$ cat config.mk
export PLATFORM = sky130hd
export DESIGN_NAME = mem_responder
export DESIGN_NICKNAME = d
export VERILOG_FILES = /design/src/rtl/mem_resp_pkg.sv /design/src/rtl/resp_wait_cnt.sv /design/src/rtl/mem_responder.sv
export SDC_FILE = /design/constraint.sdc
export NUM_CORES = 1
export LEC_CHECK = 0
export BUFFER_PORTS_ARGS = -buffer_cell sky130_fd_sc_hd__buf_2
export CAP_MARGIN = 10
export CORE_ASPECT_RATIO = 1.4
export CORE_MARGIN = 2
export CORE_UTILIZATION = 30
export CTS_BUF_LIST = sky130_fd_sc_hd__clkbuf_4
export DETAILED_ROUTE_END_ITERATION = 6
export GPL_TIMING_DRIVEN = 0
export HOLD_SLACK_MARGIN = 0.03
export SYNTH_ARGS = -nofsm -noshare
export SYNTH_HDL_FRONTEND = slang
export SYNTH_SLANG_ARGS = --single-unit
export TNS_END_PERCENT = 10
$ cat constraint.sdc
create_clock -name clk -period 3.2 [get_ports clk]
set_input_delay 0.32 -clock clk [delete_from_list [all_inputs] [get_ports clk]]
set_output_delay 0.32 -clock clk [all_outputs]
set_load 0.01 [all_outputs]
$ cat src/rtl/mem_resp_pkg.sv
// Shared types and default parameters for the mem_responder bus slave.
package mem_resp_pkg;

  localparam int DATA_W_DEF      = 32;
  localparam int DEPTH_DEF       = 16;
  localparam int WAIT_CYCLES_DEF = 2;
  localparam int ADDR_W          = 5;
  localparam int CNT_W           = 3;

  typedef enum logic [1:0] {
    ST_IDLE = 2'd0,
    ST_WAIT = 2'd1,
    ST_ACK  = 2'd2,
    ST_ERR  = 2'd3
  } resp_state_e;

endpackage

$ cat src/rtl/resp_wait_cnt.sv
// Wait-state down-counter: load on WAIT entry, decrement per cycle, flag zero.
module resp_wait_cnt
  import mem_resp_pkg::*;
(
  input  logic             clk,
  input  logic             reset_n,
  input  logic             load,
  input  logic [CNT_W-1:0] load_val,
  input  logic             dec,
  output logic             zero
);

  logic [CNT_W-1:0] cnt_q, cnt_d;

  // NOTE: combinational blocks assign a default first so no path holds a value
  // (no latch); sequential blocks use <= so every flop samples pre-edge values.
  always_comb begin
    cnt_d = cnt_q;
    if (load) begin
      cnt_d = load_val;
    end else if (dec && (cnt_q != '0)) begin
      cnt_d = cnt_q - CNT_W'(1);
    end
  end

  always_ff @(posedge clk) begin
    if (!reset_n) begin
      cnt_q <= '0;
    end else begin
      cnt_q <= cnt_d;
    end
  end

  assign zero = (cnt_q == '0);

endmodule

$ cat src/rtl/mem_responder.sv
// Wait-stated four-phase memory slave with a small register-file memory.
// Define MEM_RESP_ERR_EN to add the err_n port and the ERR state for addr >= DEPTH.
module mem_responder
  import mem_resp_pkg::*;
#(
  parameter int DATA_W      = DATA_W_DEF,
  parameter int DEPTH       = DEPTH_DEF,
  parameter int WAIT_CYCLES = WAIT_CYCLES_DEF
) (
  input  logic              clk,
  input  logic              reset_n,
  input  logic              as_n,
  input  logic              wr_n,
  input  logic [4:0]        addr,
  input  logic [DATA_W-1:0] wdata,
  output logic              ack_n,
  output logic [DATA_W-1:0] rdata,
  output logic [1:0]        resp_state
`ifdef MEM_RESP_ERR_EN
  ,
  output logic              err_n
`endif
);

  localparam int AW = (DEPTH > 1) ? $clog2(DEPTH) : 1;
  localparam logic [CNT_W-1:0] CNT_INIT = (WAIT_CYCLES > 0) ? CNT_W'(WAIT_CYCLES - 1) : '0;

  resp_state_e       state_q, state_d;
  logic [4:0]        addr_q, addr_d;
  logic              wr_n_q, wr_n_d;
  logic [DATA_W-1:0] wdata_q, wdata_d;
  logic              ack_n_q, ack_n_d;
  logic [DATA_W-1:0] rdata_q, rdata_d;
  logic [DATA_W-1:0] mem_q [DEPTH];
  logic [DATA_W-1:0] mem_d [DEPTH];

  logic              cnt_load, cnt_dec, cnt_zero;
  logic              commit, go_err;
  logic [4:0]        acc_addr;
  logic              acc_wr_n;
  logic [DATA_W-1:0] acc_wdata;
  logic [AW-1:0]     idx;

  resp_wait_cnt u_wait_cnt (
    .clk      (clk),
    .reset_n  (reset_n),
    .load     (cnt_load),
    .load_val (CNT_INIT),
    .dec      (cnt_dec),
    .zero     (cnt_zero)
  );

  // With no wait states the access commits on the accept edge, before the latch holds it.
  assign acc_addr  = (state_q == ST_IDLE) ? addr  : addr_q;
  assign acc_wr_n  = (state_q == ST_IDLE) ? wr_n  : wr_n_q;
  assign acc_wdata = (state_q == ST_IDLE) ? wdata : wdata_q;
  assign idx       = AW'({1'b0, acc_addr} % 6'(DEPTH));

  always_comb begin
    state_d  = state_q;
    addr_d   = addr_q;
    wr_n_d   = wr_n_q;
    wdata_d  = wdata_q;
    cnt_load = 1'b0;
    cnt_dec  = 1'b0;
    commit   = 1'b0;
    go_err   = 1'b0;
`ifdef MEM_RESP_ERR_EN
    go_err   = ({1'b0, acc_addr} >= 6'(DEPTH));
`endif
    case (state_q)
      ST_IDLE: begin
        if (!as_n) begin
          addr_d  = addr;
          wr_n_d  = wr_n;
          wdata_d = wdata;
          if (WAIT_CYCLES > 0) begin
            state_d  = ST_WAIT;
            cnt_load = 1'b1;
          end else begin
            state_d = go_err ? ST_ERR : ST_ACK;
            commit  = !go_err;
          end
        end
      end
      ST_WAIT: begin
        // Abort wins over the transition into ACK on the same edge.
        if (as_n) begin
          state_d = ST_IDLE;
        end else if (cnt_zero) begin
          state_d = go_err ? ST_ERR : ST_ACK;
          commit  = !go_err;
        end else begin
          cnt_dec = 1'b1;
        end
      end
      ST_ACK, ST_ERR: begin
        if (as_n) begin
          state_d = ST_IDLE;
        end
      end
      default: state_d = ST_IDLE;
    endcase
  end

  always_comb begin
    mem_d   = mem_q;
    rdata_d = rdata_q;
    if (commit) begin
      if (acc_wr_n) begin
        rdata_d = mem_q[idx];
      end else begin
        mem_d[idx] = acc_wdata;
      end
    end
    // ack_n trails the state by one edge, giving the k+1+WAIT_CYCLES fall time.
    ack_n_d = (state_q != ST_ACK);
  end

  always_ff @(posedge clk) begin
    if (!reset_n) begin
      state_q <= ST_IDLE;
      addr_q  <= '0;
      wr_n_q  <= 1'b1;
      wdata_q <= '0;
      ack_n_q <= 1'b1;
      rdata_q <= '0;
      // NOTE: the memory is cleared by reset, so it is built from resettable flops
      // rather than a RAM macro; the loop unrolls to one clear per word.
      for (int i = 0; i < DEPTH; i++) begin
        mem_q[i] <= '0;
      end
    end else begin
      state_q <= state_d;
      addr_q  <= addr_d;
      wr_n_q  <= wr_n_d;
      wdata_q <= wdata_d;
      ack_n_q <= ack_n_d;
      rdata_q <= rdata_d;
      mem_q   <= mem_d;
    end
  end

`ifdef MEM_RESP_ERR_EN
  logic err_n_q, err_n_d;

  assign err_n_d = (state_d != ST_ERR);

  always_ff @(posedge clk) begin
    if (!reset_n) begin
      err_n_q <= 1'b1;
    end else begin
      err_n_q <= err_n_d;
    end
  end

  assign err_n = err_n_q;
`endif

  assign ack_n      = ack_n_q;
  assign rdata      = rdata_q;
  assign resp_state = state_q;

endmodule
### Word level (Yosys, flattened, before mapping)

Index checks and enable logic that the tools add are counted.

| operators by class | value |
|---|---|
| add/sub/neg operators | 1 |
| order comparisons | 2 |
| equal/unequal tests | 7 |
| muxes and demuxes | 24 |
| bitwise gates (word level) | 4 |
| reduce and logical (&&, ||, !) cells | 12 |

Operators with widths:

| operator | count |
|---|---|
| $bwmux W512 | 1 |
| $bmux W32 S4 | 1 |
| $demux W32 S4 | 1 |
| $mux W32 | 4 |
| $mux W1 | 11 |
| $mux W2 | 4 |
| $ne A2 B2 Y1 const B | 3 |
| $pmux W2 S3 | 1 |
| $reduce_and A2 Y1 | 3 |
| $ge A5 B5 Y1 const B | 1 |
| $lt A5 B1 Y1 const B | 1 |
| $not A4 Y5 | 1 |
| $eq A2 B2 Y1 const B | 2 |
| $mux W4 | 1 |
| $reduce_or A2 Y1 | 2 |
| $logic_not A3 Y1 | 1 |
| $ne A3 B3 Y1 const B | 1 |
| $not A1 Y1 | 3 |
| $reduce_and A3 Y1 | 1 |
| $reduce_bool A3 Y1 | 1 |
| $sub A3 B1 Y3 const B | 1 |
| $eq A2 B1 Y1 const B | 1 |
| $logic_and A1 B1 Y1 | 2 |
| $logic_not A2 Y1 | 1 |
| $reduce_bool A2 Y1 | 1 |

| storage, ports and cells | value |
|---|---|
| register bits after elaboration | 587 |
| bits of input ports | 41 |
| output and inout port bits | 35 |

### Longest topological paths before layout

Gate-level depths: netlist of the first run.

| logic depth | value |
|---|---|
| depth after elaboration | 8 |
| mapped depth | 9 |

### Modules after synthesis

From an unflattened synthesis of the first run, not the netlist that was laid out.

| second synthesis, totals | value |
|---|---|
| cells, all modules | 2,631 |
| area, all modules | 24,995.2 sq um |

By module, submodules not included:

| module | times used | cells an instance | area each (sq um) | seq. area each (sq um) |
|---|---|---|---|---|
| mem_responder | 1 | 2,610 | 24,810.0 | 11,691.2 |
| resp_wait_cnt | 1 | 21 | 185.2 | 60.1 |

### Worst setup path after synthesis of the first run

No wires, ideal clock.

| path | value |
|---|---|
| path type | reg-to-reg |
| from | register state_q[1], in the netlist resp_state[1] |
| to | register mem_q[161] (netlist name) |
| setup time | 0.116 ns |
| arrival | 1.976 ns |
| data required time | 3.084 ns |
| setup slack | 1.108 ns |
| cell stages (with the launch flop) | 9 |
| buffers on the path | 4 |
| clock period less this slack | 2.092 ns |
| cells stage by stage | dfxtp_1 buf_4 nor2_8 buf_6 buf_2 mux2i_1 buf_2 nand2_1 o211a_1 |

| between the ends | value |
|---|---|
| longest elaborated chain between the ends | 8 |

RTL lines:

| element | RTL line | text |
|---|---|---|
| start, declared | mem_responder.sv:28 | `resp_state_e state_q, state_d;` |
| start signal, assigned | mem_responder.sv:134 | `state_q <= state_d;` |
| $logic_not A2 Y1 | -- |  |
| $mux W4 | mem_responder.sv:54 | `assign acc_addr = (state_q == ST_IDLE) ? addr : addr_q;` |
| $not A4 Y5 (not written as such) | mem_responder.sv:113 | `mem_d[idx] = acc_wdata;` |
| $ge A5 B5 Y1 (not written as such) / $lt A5 B1 Y1 (equally long branches) | mem_responder.sv:113 |  |
| $logic_and A1 B1 Y1 (not written as such) | mem_responder.sv:113 |  |
| $mux W32 (not written as such) | mem_responder.sv:113 |  |
| $demux W32 S4 | mem_responder.sv:113 |  |
| $bwmux W512 | mem_responder.sv:113 |  |
| end signal, assigned | mem_responder.sv:140 | `mem_q <= mem_d;` |
| end, declared | mem_responder.sv:34 | `logic [DATA_W-1:0] mem_q [DEPTH];` |

Several ways; a longest one is shown, not always the timed one.
A chain may end at the register's enable or synchronous reset.

### Worst setup path in the final report of the first run

| path | value |
|---|---|
| from | register state_q[1], in the netlist resp_state[1] |
| to | register rdata_q[13], in the netlist rdata[13] |

| between the ends | value |
|---|---|
| longest elaborated chain between the ends | 6 |

RTL lines:

| element | RTL line | text |
|---|---|---|
| $logic_not A2 Y1 | mem_responder.sv:54, mem_responder.sv:55, mem_responder.sv:71 |  |
| $mux W4 | mem_responder.sv:54 |  |
| $not A4 Y5 (not written as such) | mem_responder.sv:111 | `rdata_d = mem_q[idx];` |
| $bmux W32 S4 | mem_responder.sv:111 |  |
| $mux W32 (not written as such) (2 in a row) | mem_responder.sv:111 |  |
| end signal, assigned | mem_responder.sv:139 | `rdata_q <= rdata_d;` |
| end, declared | mem_responder.sv:33 | `logic [DATA_W-1:0] rdata_q, rdata_d;` |

Several ways; a longest one is shown, not always the timed one. The select of a mux whose other input is x is not followed.

==> results of run 1 <==
## report_power, final
group / internal [W] / switching [W] / leakage, nW / total [W]
Clock: 0.00337 / 0.00321 / 1.11 / 0.00658
Sequential: 0.00737 / 0.0000378 / 4.73 / 0.00741
Combinational: 0.000309 / 0.00108 / 10.6 / 0.00139
Total: 0.0111 / 0.00433 / 16.4 / 0.0154
## path summary, 6_finish.rpt
path | to | slack, ns
worst min-delay path | resp_state[0] | 0.22
worst min register to register | wdata_q[24] | 0.46
worst max-delay path | rdata[13] | -0.08
worst max register to register | rdata[13] | -0.08
## sequential cells by signal, indices dropped and copies added (netlist names)
name and flops:
resp_state 2, wr_n_q 1, rdata 32, u_wait_cnt.cnt_q 3
addr_q 4, ack_n 1, wdata_q 32, mem_q 512
## layer usage
metal  global-route usage [%]  share of wire [%]  vias up
li1                         -                  -    10100
met1                     22.6                 38    10600
met2                     38.5                 51      816
met3                     3.12                5.5      250
met4                     12.8                5.8        0
met5                        0                  0        -
## repair_timing
action,CTS,global route
hold endpoints to repair,185,0
hold buffers,40,0
setup endpoints to repair,23,19
gates resized for setup,4,9
## cells in the final DEF, fill, tap and decap left out, types with 4 or more instances in the layout
| master | netlist | layout |
|---|---|---|
| inv_1 | 4 | 4 |
| dfxtp_1 | 587 | 587 |
| a21oi_1 | 163 | 162 |
| clkbuf_1 | 98 | 91 |
| buf_2 | 166 | 240 |
| nand2_1 | 595 | 595 |
| clkinv_2 | 0 | 6 |
| a31oi_4 | 4 | 4 |
| a22oi_1 | 256 | 256 |
| dlygate4sd3_1 | 0 | 40 |
| a21boi_0 | 38 | 38 |
| inv_2 | 0 | 7 |
| mux2i_1 | 33 | 33 |
| o21ai_0 | 32 | 32 |
| o211a_1 | 512 | 512 |
| nor3b_1 | 4 | 4 |
| clkbuf_2 | 0 | 7 |
| buf_4 | 14 | 14 |
| clkbuf_4 | 0 | 199 |
| nor2_4 | 16 | 16 |
| nand2b_1 | 5 | 5 |
| clkinv_1 | 0 | 33 |
| bufinv_16 | 0 | 6 |
| nor4_1 | 32 | 31 |
## worst min-delay path, cell delays in order
cell and delay [ns]:
dlygate4sd3_1 0.52, buf_2 0.15, nor4b_1 0.07
## kinds of logic (layout without fill, tap and decap cells)
family                     count (synthesis)  after routing  share of synthesized area [%]
adders and majority gates                  2              2                          0.101
DFF                                      587            587                           47.5
xor gates and xnor gates                   1              1                         0.0354
AOI/OAI and AO/OA                       1009           1009                           34.1
and+or+nand+nor                          672            672                           11.5
muxes                                     33             33                           1.34
other                                      0              1                              0
buffers and inverters                    284            652                           5.42
## layout make-up
class,count,share of cell area (%)
clock inverters,54,1.31
well taps,1071,4.66
inverters,4,0.0522
plain buffers,280,4.64
repair buffers,115,2.72
diodes,1,0.00871
multi-input cells,1717,40.5
clock buffers,199,5.20
flip-flops and latches,587,40.9
## stage by stage
step	cells	utilization, %	power (W)
after floorplan	2588	-	0.00827
after global placement	3732	32.4	0.00889
after detailed placement	3734	32.4	0.00890
after CTS	4027	35.2	0.0154
after global routing	4028	35.2	0.0159
final	4028	35.2	0.0154
==> flow_results.org, run 1 <==
** Run status
- Run status :: finished with violations
- The checks that failed: setup timing.

** Worst setup path
- STA classifies the critical path endpoint as a flop.
- The worst setup path is launched from a flop.
- Most frequent cell on the critical path :: a21oi_1
- First element of the critical path :: resp_state[1]
- STA puts the critical path data arrival time at between 4 and 5 ns.
- The worst register-to-register path begins at resp_state[1].
- Among all stages on the critical path, the largest delay is contributed by nor4_1.
- The largest single stage delay on the critical path is about 0.7 ns.
- Counting cells, the worst reg-to-reg path comes to 8.
- The setup path with the least slack is of type reg2reg.
- On the critical path the largest part of the delay comes from buffers and inverters.
- Required time of the worst setup path :: ~3.9 ns
- Cell breakdown of the critical path :: buf_4 -> nor2_8 -> buf_6 -> a31oi_4 -> clkbuf_1 -> a21oi_1 -> nor4_1 -> a21oi_1
- In this run the worst path has a maximum fanout of 10.
- Critical path depth in cells :: 8
- Sum of buffers and inverters on the critical path :: 3

** Place
- Post-Place Setup Slack :: -0.206 ns
- Routability-driven placement finished with a final weighted congestion of 0.860.
- Port-buffer cells :: 73
- HPWL after detailed placement :: 68000 um
- Placed inst area :: between 20000 and 30000 sq um

** Synth
- Most common library cells after synthesis :: 595 x nand2_1, 587 x dfxtp_1, 512 x o211a_1
- Yosys cell types :: 36
- For this run, the leading register cell type out of synthesis is dfxtp_1.
- Warning count from the yosys run :: 0
- After synthesis, the largest area contributor takes up roughly 48% of total cell area.
- Post-Syn Area :: approximately 25000 sq um
- By area the synthesized netlist is led by dfxtp_1 48%, o211a_1 21%, nand2_1 9.0%.
- Counting flops and latches in the post-synthesis netlist gives 587.
- Synth Instances :: approximately 2600
- By instance count, the leading cell after synthesis is nand2_1.
- After synthesis, the mean cell area works out to around 9.6 sq um.
- Part of the Yosys area used for sequential elements :: between 40% and 50%
- Yosys mapped a number of flops with a built-in enable equal to 0.
- For this run, asynchronously set or reset flops after synthesis account for 0%.
- Cell accounting for the most synthesized area :: dfxtp_1
- The number of nets in the synthesized netlist is about 2600.

** Pwr
- Worst vdd ir :: a little under 0.3 mV
- Dividing total power by cell area gives a power density of 535 nW/um^2.
- For this design the static power due to leakage is about 16 nW.

** GRT
- Entering global routing, the biggest net connects 17 pins.
- Wire length of the first global-routing pass :: about 130000 um
- Vias in the first global route :: between 20000 and 25000
- Antenna violations before repair :: 2
- Global routing consumed, over all layers together, between 20% and 30% of the routing resources.
- Overall overflow remaining after global route :: 0

** Timing
- Period utilisation layout :: 102%
- Normalized max-slew margin :: around a quarter
- The tightest hold path in the finished design has a slack of around 0.22 ns.
- On the final layout, the worst clock skew is ~0.048 ns.
- The final hold violation count came to 0.
- Maximum achievable frequency :: around 310 MHz
- Minimum setup slack in the final design :: -0.0774 ns
- For the pin with the worst max-slew slack, the measured transition is between 1 and 1.5 ns.
- Setup total negative slack on the finished layout was measured at -0.143 ns.
- Final critical delay including setup and external delays :: 3.28 ns
- Setup violations remaining at the end of the flow were counted as 3.
- Pins Over Slew Limit :: 0
- Setup repair after global routing could not meet its margin everywhere.

** Route
- The routed design has roughly 91000 um of wire.
- Via total after detailed routing :: about 22000
- TritonRoute pass-1 iters :: 5
- Number of antenna-violating nets in the routed design :: 0
- After detailed routing, the average wire length per cell comes to approximately 23 um.
- Initial drt markers :: 1662
- DR vias/cell :: between 5 and 6
- After detailed routing, the number of remaining DRC violations is 0.

** Final layout
- Post-route cell area :: roughly 29000 sq um
- Net count reported at finish :: roughly 2900
- The sequential cells in the finished layout cover a total of around 12000 sq um.
- Fill cells in the final layout number around 8600.
- From synthesis to final layout, the design area changed by 16.2%.
- Of the cells placed in the final design, the portion with a size suffix greater than 1 is around 17%.
- Multi-input gate area in the final layout :: around 12000 sq um

** Clocking
- After clock tree synthesis, the clock-pin slew on the worst setup and hold paths is about 0.070 ns.
- In this run the clock root is driven by a clkbuf_4.
- TritonCTS sink count :: about 590
- Post-CTS timing repair inserted 0 buffers for setup.
- H-Tree Depth :: 4
- CTS buffer count :: around 140
- TritonCTS built the clock tree.
- Latest clock arrival within the worst-skew pair :: 0.90 ns
- CTS max path bufs :: 3

** Job
- Maximum Capacitance Violations :: 0

** Floorplan
- 76 I/O pins were placed.
- The initial utilization of the core area, before any placement, comes to between 30% and 40%.
- Num rows :: 124
- Die Y-Extent :: ~340 um
- Floorplan die area :: between 80000 and 90000 sq um
- From left edge to right edge, the die measures 247 um.
- In this run the standard cell core region covers 81600 sq um.

** Worst hold path
- Cell count of the worst hold path :: 3
- In this run the most critical hold path is launched from as_n.
- Hold Crit Class :: in2reg
No activity file was read; power rests on OpenSTA's default activity.
==> run 2: changes to the inputs <==
- GPL_ROUTABILITY_DRIVEN: not set -> 0
- clock period: 3.2 -> 4.05 ns (I/O delays scaled with it)
==> run 2 against run 1 <==
The flow now finishes without violations. Sequential share of layout area is essentially flat. Count of clock-buffer cells in the layout unchanged. Via count shrank 0.12%. Maximum frequency decreased by 9.9%. Sequential power shrank 21%. Cell area barely moved. Clock skew increased by 0.0016 ns. First-iteration DRC count decreased by 5.2%. Global-route usage unchanged. Power decreased by 21%. Final cell count about the same.
==> flow_results.org, run 2 (synthesized netlist as in run 1, its figures left out) <==
** Run status
- The flow ran to the end, and the final reports show no timing, DRC or antenna violations.

** Floorplan
- Initial Util :: a little under a third
- The total area inside the core boundary comes to approximately 82000 sq um.
- The die covers roughly 85000 sq um.
- The die is approximately 250 um wide.
- The die is 344 um tall.
- Boundary pin count :: 76
- In this run the core area contains 124 standard-cell rows.

** Clocking
- Post-CTS setup-driven buffer insertion count :: 0
- H-Tree Depth :: 4
- Reg clk slew, reported paths :: ~0.07 ns
- No sink is reached through more buffers than the 3 on the longest clock path.
- In this run the clock root is driven by a clkbuf_4.
- Number of gates resized after CTS :: 0
- TritonCTS sink count :: ~590
- TritonCTS built the clock tree.
- The clock reaches the later pin of the worst-skew pair after slightly below 0.9 ns.
- Counting the buffers created by CTS gives between 100 and 150.

** Timing
- Period utilisation layout :: about 90%
- Layout Skew :: around 0.049 ns
- Normalized max-slew margin :: about 22%
- At the pin with the least slew margin, the transition time is approximately 1.2 ns.
- Maximum achievable frequency :: around 280 MHz
- Final hold vios :: 0
- Fin Setup TNS :: 0 ns
- Final critical delay including setup and external delays :: between 3 and 4 ns
- Setup repair after global routing left no endpoint under its margin.
- Final-report setup violation count :: 0
- The max-slew violation count came to 0.

** GRT
- Wire length of the first global-routing pass :: 133000 um
- The initial antenna violation count is 2.
- Largest net degree at the start of global routing :: 17
- For this run, the total global-route usage over all layers was measured as a little over a fifth.
- The via count of the first global-routing pass came to 21700.
- Overall overflow remaining after global route :: 0

** Worst setup path
- The worst register-to-register path ends at rdata[4].
- Sum of buffers and inverters on the critical path :: 3
- STA classifies the critical path startpoint as a flop.
- Following the worst setup path forward leads to its endpoint at rdata[4].
- Maximum fanout count along the critical path :: 10
- Arrival time of data at the critical path endpoint :: 4.44 ns
- Reg-to-reg critical path startpoint :: resp_state[1]
- For this run, the slowest stage of the critical path takes roughly 0.92 ns.
- Measured in cells, the most critical reg-to-reg path has a length of 9.
- The critical path crosses 9 cells after its start point.
- First element of the critical path :: resp_state[1]
- By startpoint and endpoint, the worst setup path is classified as reg2reg.
- Endpoint class of the critical path :: flop
- Data on the critical path is required at its endpoint by about 4.9 ns.
- Cell breakdown of the critical path :: buf_4 -> nor2_8 -> mux2i_1 -> clkbuf_1 -> clkbuf_1 -> a22oi_1 -> a21oi_1 -> nor4_1 -> a21oi_1
- In this design, the largest share of critical-path delay is due to buffers and inverters.
- On the critical path, the stage with the largest delay is an instance of clkbuf_1.
- Slack of the worst reg-to-reg path :: ~0.41 ns

** Route
- Number of antenna-violating nets in the routed design :: 0
- Sum of routed wire length over all layers :: 90800 um
- Across all layers, the routed design uses about 22000 vias.
- Routed length per instance :: roughly 23 um
- Dividing the detail-routed via count by the number of cells gives ~5.4.
- The detailed router finished its first iteration with ~1600 violations.
- The first detailed-routing pass took 7 iterations.
- Drc violations :: 0

** Place
- In this run, placement finished with an instance count of 3734.
- Placed inst area :: about 26000 sq um
- HPWL after detailed placement :: about 68000 um
- The count of buffers added on input and output ports is 73.

** Final layout
- Registers take approximately 12000 sq um.
- Leading cell types in the layout, fill and taps excluded :: 595 x nand2_1, 587 x dfxtp_1, 512 x o211a_1
- More flip-flops sit in one register than any other, and that register is mem_q.
- Most frequent standard cell in the layout excluding fill and tap cells :: nand2_1
- The register with the most flip-flops in the layout has approximately 510 of them.
- The multi-input combinational cells in the finished layout cover a total of ~12000 sq um.
- Counting the fill cells in the layout gives 8570.
- Leaving out filler cells and counting taps, the final layout contains a little over 4000.
- For this run, the post-layout net count is 2888.
- Once layout is done, the placed cells without fillers occupy about 29000 sq um.
- Relative to the synthesized area, the layout overhead comes to 16.1%.
- Layout cell share with drive strength beyond 1 :: 17.2%

** Pwr
- Summed over all cells, the static leakage comes to 16.4 nW.
- Switching part of the total power :: between 20 and 30%
- Register share of total power :: 48.2%
- Logic gate share of total power :: under 10%
- The analysis attributes to net switching a power of between 0.003 and 0.004 W.
- Pwr per Cell Area :: 423 nW/um^2
- Internal power comes to around 0.0087 W.
- Worst vdd ir :: 0.233 mV
- Portion of total power attributed to the clock network :: between 40% and 50%

** Worst hold path
- Hold Crit Class :: in2reg

** Job
- Max-cap violations in this run came to 0.
-- run 2: cell count changes in the layout (fill, tap and decap cells not counted) --
| cell | before | now |
|---|---|---|
| dlygate4sd3_1 | 40 | 39 |
| nor4_1 | 31 | 32 |
| clkbuf_2 | 7 | 0 |
| clkbuf_1 | 91 | 98 |
| nor4_2 | 1 | 0 |
-- run 2: worst min-delay path: stages --
cell           delay [ns]
dlygate4sd3_1        0.52
buf_2                0.12
nand2_1              0.04
a21boi_0             0.06
-- run 2: how the worst min path moves through the flow --
| stage | startpoint | end | slack [ns] | cells past startpoint |
|---|---|---|---|---|
| finish | wdata[27] | wdata_q[27] | 0.31 | 4 |
| global placement | wdata_q[20] | wdata_q[20] | 0.45 | 2 |
| detailed placement | wdata_q[5] | wdata_q[5] | 0.46 | 2 |
| floorplan | wr_n_q | wr_n_q | 0.44 | 2 |
| global route | wdata[27] | wdata_q[27] | 0.28 | 4 |
| CTS | wdata[27] | wdata_q[27] | 0.25 | 4 |
-- run 2: area by class of cell --
| cell class | instances | area share, % |
|---|---|---|
| diodes | 1 | 0.00871 |
| plain buffers | 280 | 4.62 |
| clock buffers | 199 | 5.20 |
| clock inverters | 54 | 1.31 |
| inverters | 4 | 0.0523 |
| multi-input cells | 1717 | 40.5 |
| flip-flops and latches | 587 | 40.9 |
| well taps | 1071 | 4.67 |
| repair buffers | 114 | 2.69 |
-- run 2: power by group through the flow --
stage | sequential [W] | combinational [W] | clock, W
after detailed placement | 0.00599 | 0.00105 | 0
final | 0.00585 | 0.00110 | 0.00520
after global placement | 0.00599 | 0.00104 | 0
after floorplan | 0.00599 | 0.000551 | 0
after global routing | 0.00586 | 0.00114 | 0.00555
after CTS | 0.00585 | 0.00108 | 0.00526
-- run 2: layer usage --
metal,track usage (%),part of all wire [%],vias up,routed length [um]
li1,-,-,10100,-
met1,22.6,37,10600,34000
met2,38.5,51,827,46200
met3,3.12,5.8,266,5230
met4,12.8,5.8,0,5270
met5,0,0,-,0
-- run 2: metrics by stage --
stage | power, W | worst slack [ns] | hold WS (ns) | utilization [%]
2_1_floorplan | 0.00654 | 1.96 | 0.437 | -
3_3_place_gp | 0.00703 | 0.430 | 0.449 | 32.4
3_5_place_dp | 0.00703 | 0.644 | 0.457 | 32.4
4_1_cts | 0.0122 | 0.618 | 0.246 | 35.2
5_1_grt | 0.0125 | 0.415 | 0.285 | 35.2
6_report | 0.0121 | 0.414 | 0.310 | 35.2
-- run 2: timing repair --
item,4_1_cts,5_1_grt
hold buffers,39,0
setup endpoints to repair,0,0
endpoints found under the hold margin,42,0
==> run 3: changes to the inputs <==
- CORE_UTILIZATION: 30 -> 60
- PLACE_DENSITY: not set -> 0.77
==> run 3 against run 2 <==
First-iteration DRC count increased by 77%. Hold slack improved by 0.013 ns. Die area decreased by 49%. Worst setup slack improved by 0.058 ns. Count of clock-buffer cells in the layout did not move. Critical endpoint is now rdata[26]. Sequential share of layout area is 1.1 points higher. Register-to-register slack improved by 0.06 ns. Cell area fell by 2.7%.
==> flow_results.org, run 3 (synthesized netlist as in run 1, its figures left out) <==
** Place
- HPWL after detailed placement :: roughly 60000 um
- Post-Place Setup Slack :: ~0.78 ns
- The count of buffers added on input and output ports is 73.

** Timing
- Worst Max-Slew Pin Slew :: roughly 1.2 ns
- Derived from the worst setup path, the maximum achievable clock frequency is between 200 and 300 MHz.
- RSZ-0062 raised after global routing :: false
- In the finished design, the share of the clock period the worst path needs comes to about 88%.
- The max-slew violation count was 0.
- Final-report setup violation count :: 0
- Clock skew on the completed layout was measured at ~0.044 ns.
- The final hold violation count came to 0.
- Setup slack closes at around 0.47 ns.
- Final critical delay including setup and external delays :: around 3.6 ns
- Normalized max-slew margin :: between 10% and 20%
- Fin Setup TNS :: 0 ns

** Worst setup path
- Slowest stage cell, crit path :: clkbuf_1
- Kind of cell adding the most delay to the critical path :: buffers and inverters
- Slack of the worst reg-to-reg path :: about 0.47 ns
- Maximum fanout count along the critical path :: 10
- The critical path is of the reg2reg type.
- Cell breakdown of the critical path :: buf_4 -> nor2_8 -> mux2i_1 -> clkbuf_1 -> clkbuf_1 -> a22oi_1 -> a21oi_1 -> nor4_1 -> a21oi_1
- The worst setup path is captured at a flop.
- Arrival time of data at the critical path endpoint :: 4.36 ns
- Crit start category :: flop
- The critical path contains buffers and inverters numbering 3 combined.
- Required time of the worst setup path :: 4.83 ns
- Critical path's largest stage delay :: approximately 0.91 ns

** GRT
- The total overflow left after global routing is 0.
- The initial antenna violation count is 3.
- Entering global routing, the biggest net connects 17 pins.
- The first global-routing pass estimated roughly 130000 um of wire.
- The via count of the first global-routing pass came to ~23000.
- Overall global routing resource usage :: 38.5%

** Final layout
- Post-layout utilization of the core :: between 60% and 70%
- The top cell types in the final layout, fill and taps aside, are 595 x nand2_1, 587 x dfxtp_1, 512 x o211a_1.
- Largest register by flop count :: mem_q
- Most frequent standard cell in the layout excluding fill and tap cells :: nand2_1
- Cells with a size suffix above 1 make up between 15 and 20% of the layout.
- Largest register FFs :: about 510
- Net count reported at finish :: 2883
- From synthesis to final layout, the design area changed by 13.0%.

** Clocking
- Buffers inserted during clock tree synthesis total 139.
- The H-tree was split into 4 levels.
- CTS max path bufs :: 3
- For the worst-skew pair, the clock arrives at the later sink with an insertion delay of 0.87 ns.
- Once the clock tree was built, the resizer swapped 0 gates to a different size.
- Counting every sink on the clock net gives between 500 and 600.
- TritonCTS built the clock tree.
- The tree is rooted in a clkbuf_4.
- Reg clk slew, reported paths :: around 0.07 ns

** Worst hold path
- Hold Crit Class :: in2reg

** Pwr
- Worst vdd ir :: about 0.28 mV
- In this run the static leakage power is approximately 16 nW.
- Dividing total power by cell area gives a power density of between 400 and 500 nW/um^2.
- The completed layout was analyzed and its total power is about 0.012 W.

** Job
- Maximum Capacitance Violations :: 0

** Route
- DR vias/cell :: roughly 6.6
- The count of nets left with antenna violations once routing finished came out at 0.
- Drc violations :: 0
- Met3 WL :: 8170 um
- The first TritonRoute pass finished after 6 iterations.
- Met1 wire length :: 30200 um
- Via total after detailed routing :: around 23000
- DR top layer :: met5
- Met2 WL :: ~40000 um
- In this run, the number of DRC markers left after iteration 0 of detailed routing was between 2000 and 3000.
- For this block, the routed nets add up to ~84000 um of wire.
- Routed length per instance :: 24.2 um

** Run status
- The flow ran to the end, and the final reports show no timing, DRC or antenna violations.

** Floorplan
- In this run the standard cell core region covers just over 40000 sq um.
- Die extent in x :: between 150 and 200 um
- Floorplan die area :: 42900 sq um
- During I/O placement, the number of pins put on the boundary was 76.
- Once the floorplan was initialized, standard cells occupied 60.4% of the core.
- Die Y-Extent :: 244 um
- Num rows :: 88
run 3: cell types whose count changed in the layout (fill, tap and decap cells not counted), sizes merged:
| cell | change |
|---|---|
| bufinv | -1 |
| dlygate4sd3 | -1 |
| buf | -2 |
| clkinv | -4 |
| inv | -3 |
| diode | +1 |
| clkinvlp | -2 |
run 3: routing by layer:
layer / global-route usage, % / vias up
met2: 63.6 / 1374
li1: - / 10100
met4: 28.9 / 2
met5: 0 / -
met3: 8.29 / 393
met1: 43.5 / 11100
run 3: cell type report:
type | count | area (sq um)
fill | 3301 | 13000
sequential | 587 | 11800
multi-input combinational | 1717 | 11600
clock buffer | 199 | 1490
buffer | 280 | 1330
timing repair buffer | 111 | 746
tap | 540 | 676
clock inverter | 44 | 303
inverter | 4 | 15.0
antenna | 2 | 5.00
run 3: metrics by stage:
| stage | instance area [sq um] | hold slack (ns) | cells |
|---|---|---|---|
| floorplan | 24700 | 0.437 | 2588 |
| global route | 27900 | 0.335 | 3484 |
| CTS | 27900 | 0.278 | 3482 |
| global placement | 25800 | 0.449 | 3201 |
| finish | 27900 | 0.323 | 3484 |
| detailed placement | 25800 | 0.456 | 3201 |
run 3: path summary, 6_finish.rpt:
path	from	to	depth (start not counted)
min reg2reg	wdata_q[6]	wdata_q[6]	2
max reg2reg	resp_state[1]	rdata[26]	9
max	resp_state[1]	rdata[26]	9
min	wr_n	wr_n_q	4
run 3: repair_timing:
action,CTS,global route
setup endpoints to repair,0,0
hold buffers,38,0
hold endpoints to repair,41,0
buffers inserted,0,0
run 3: power breakdown:
group	internal, W	switching (W)
logic	0.000240	0.000812
registers	0.00582	0.0000339
clock network	0.00258	0.00243
total	0.00865	0.00327
run 3: worst reg2reg max path, stage by stage, from the launching register on:
cell,delay [ns]
dfxtp_1,0.33
buf_4,0.19
nor2_8,0.21
mux2i_1,0.46
clkbuf_1,0.62
clkbuf_1,0.91
a22oi_1,0.18
a21oi_1,0.34
nor4_1,0.11
a21oi_1,0.17
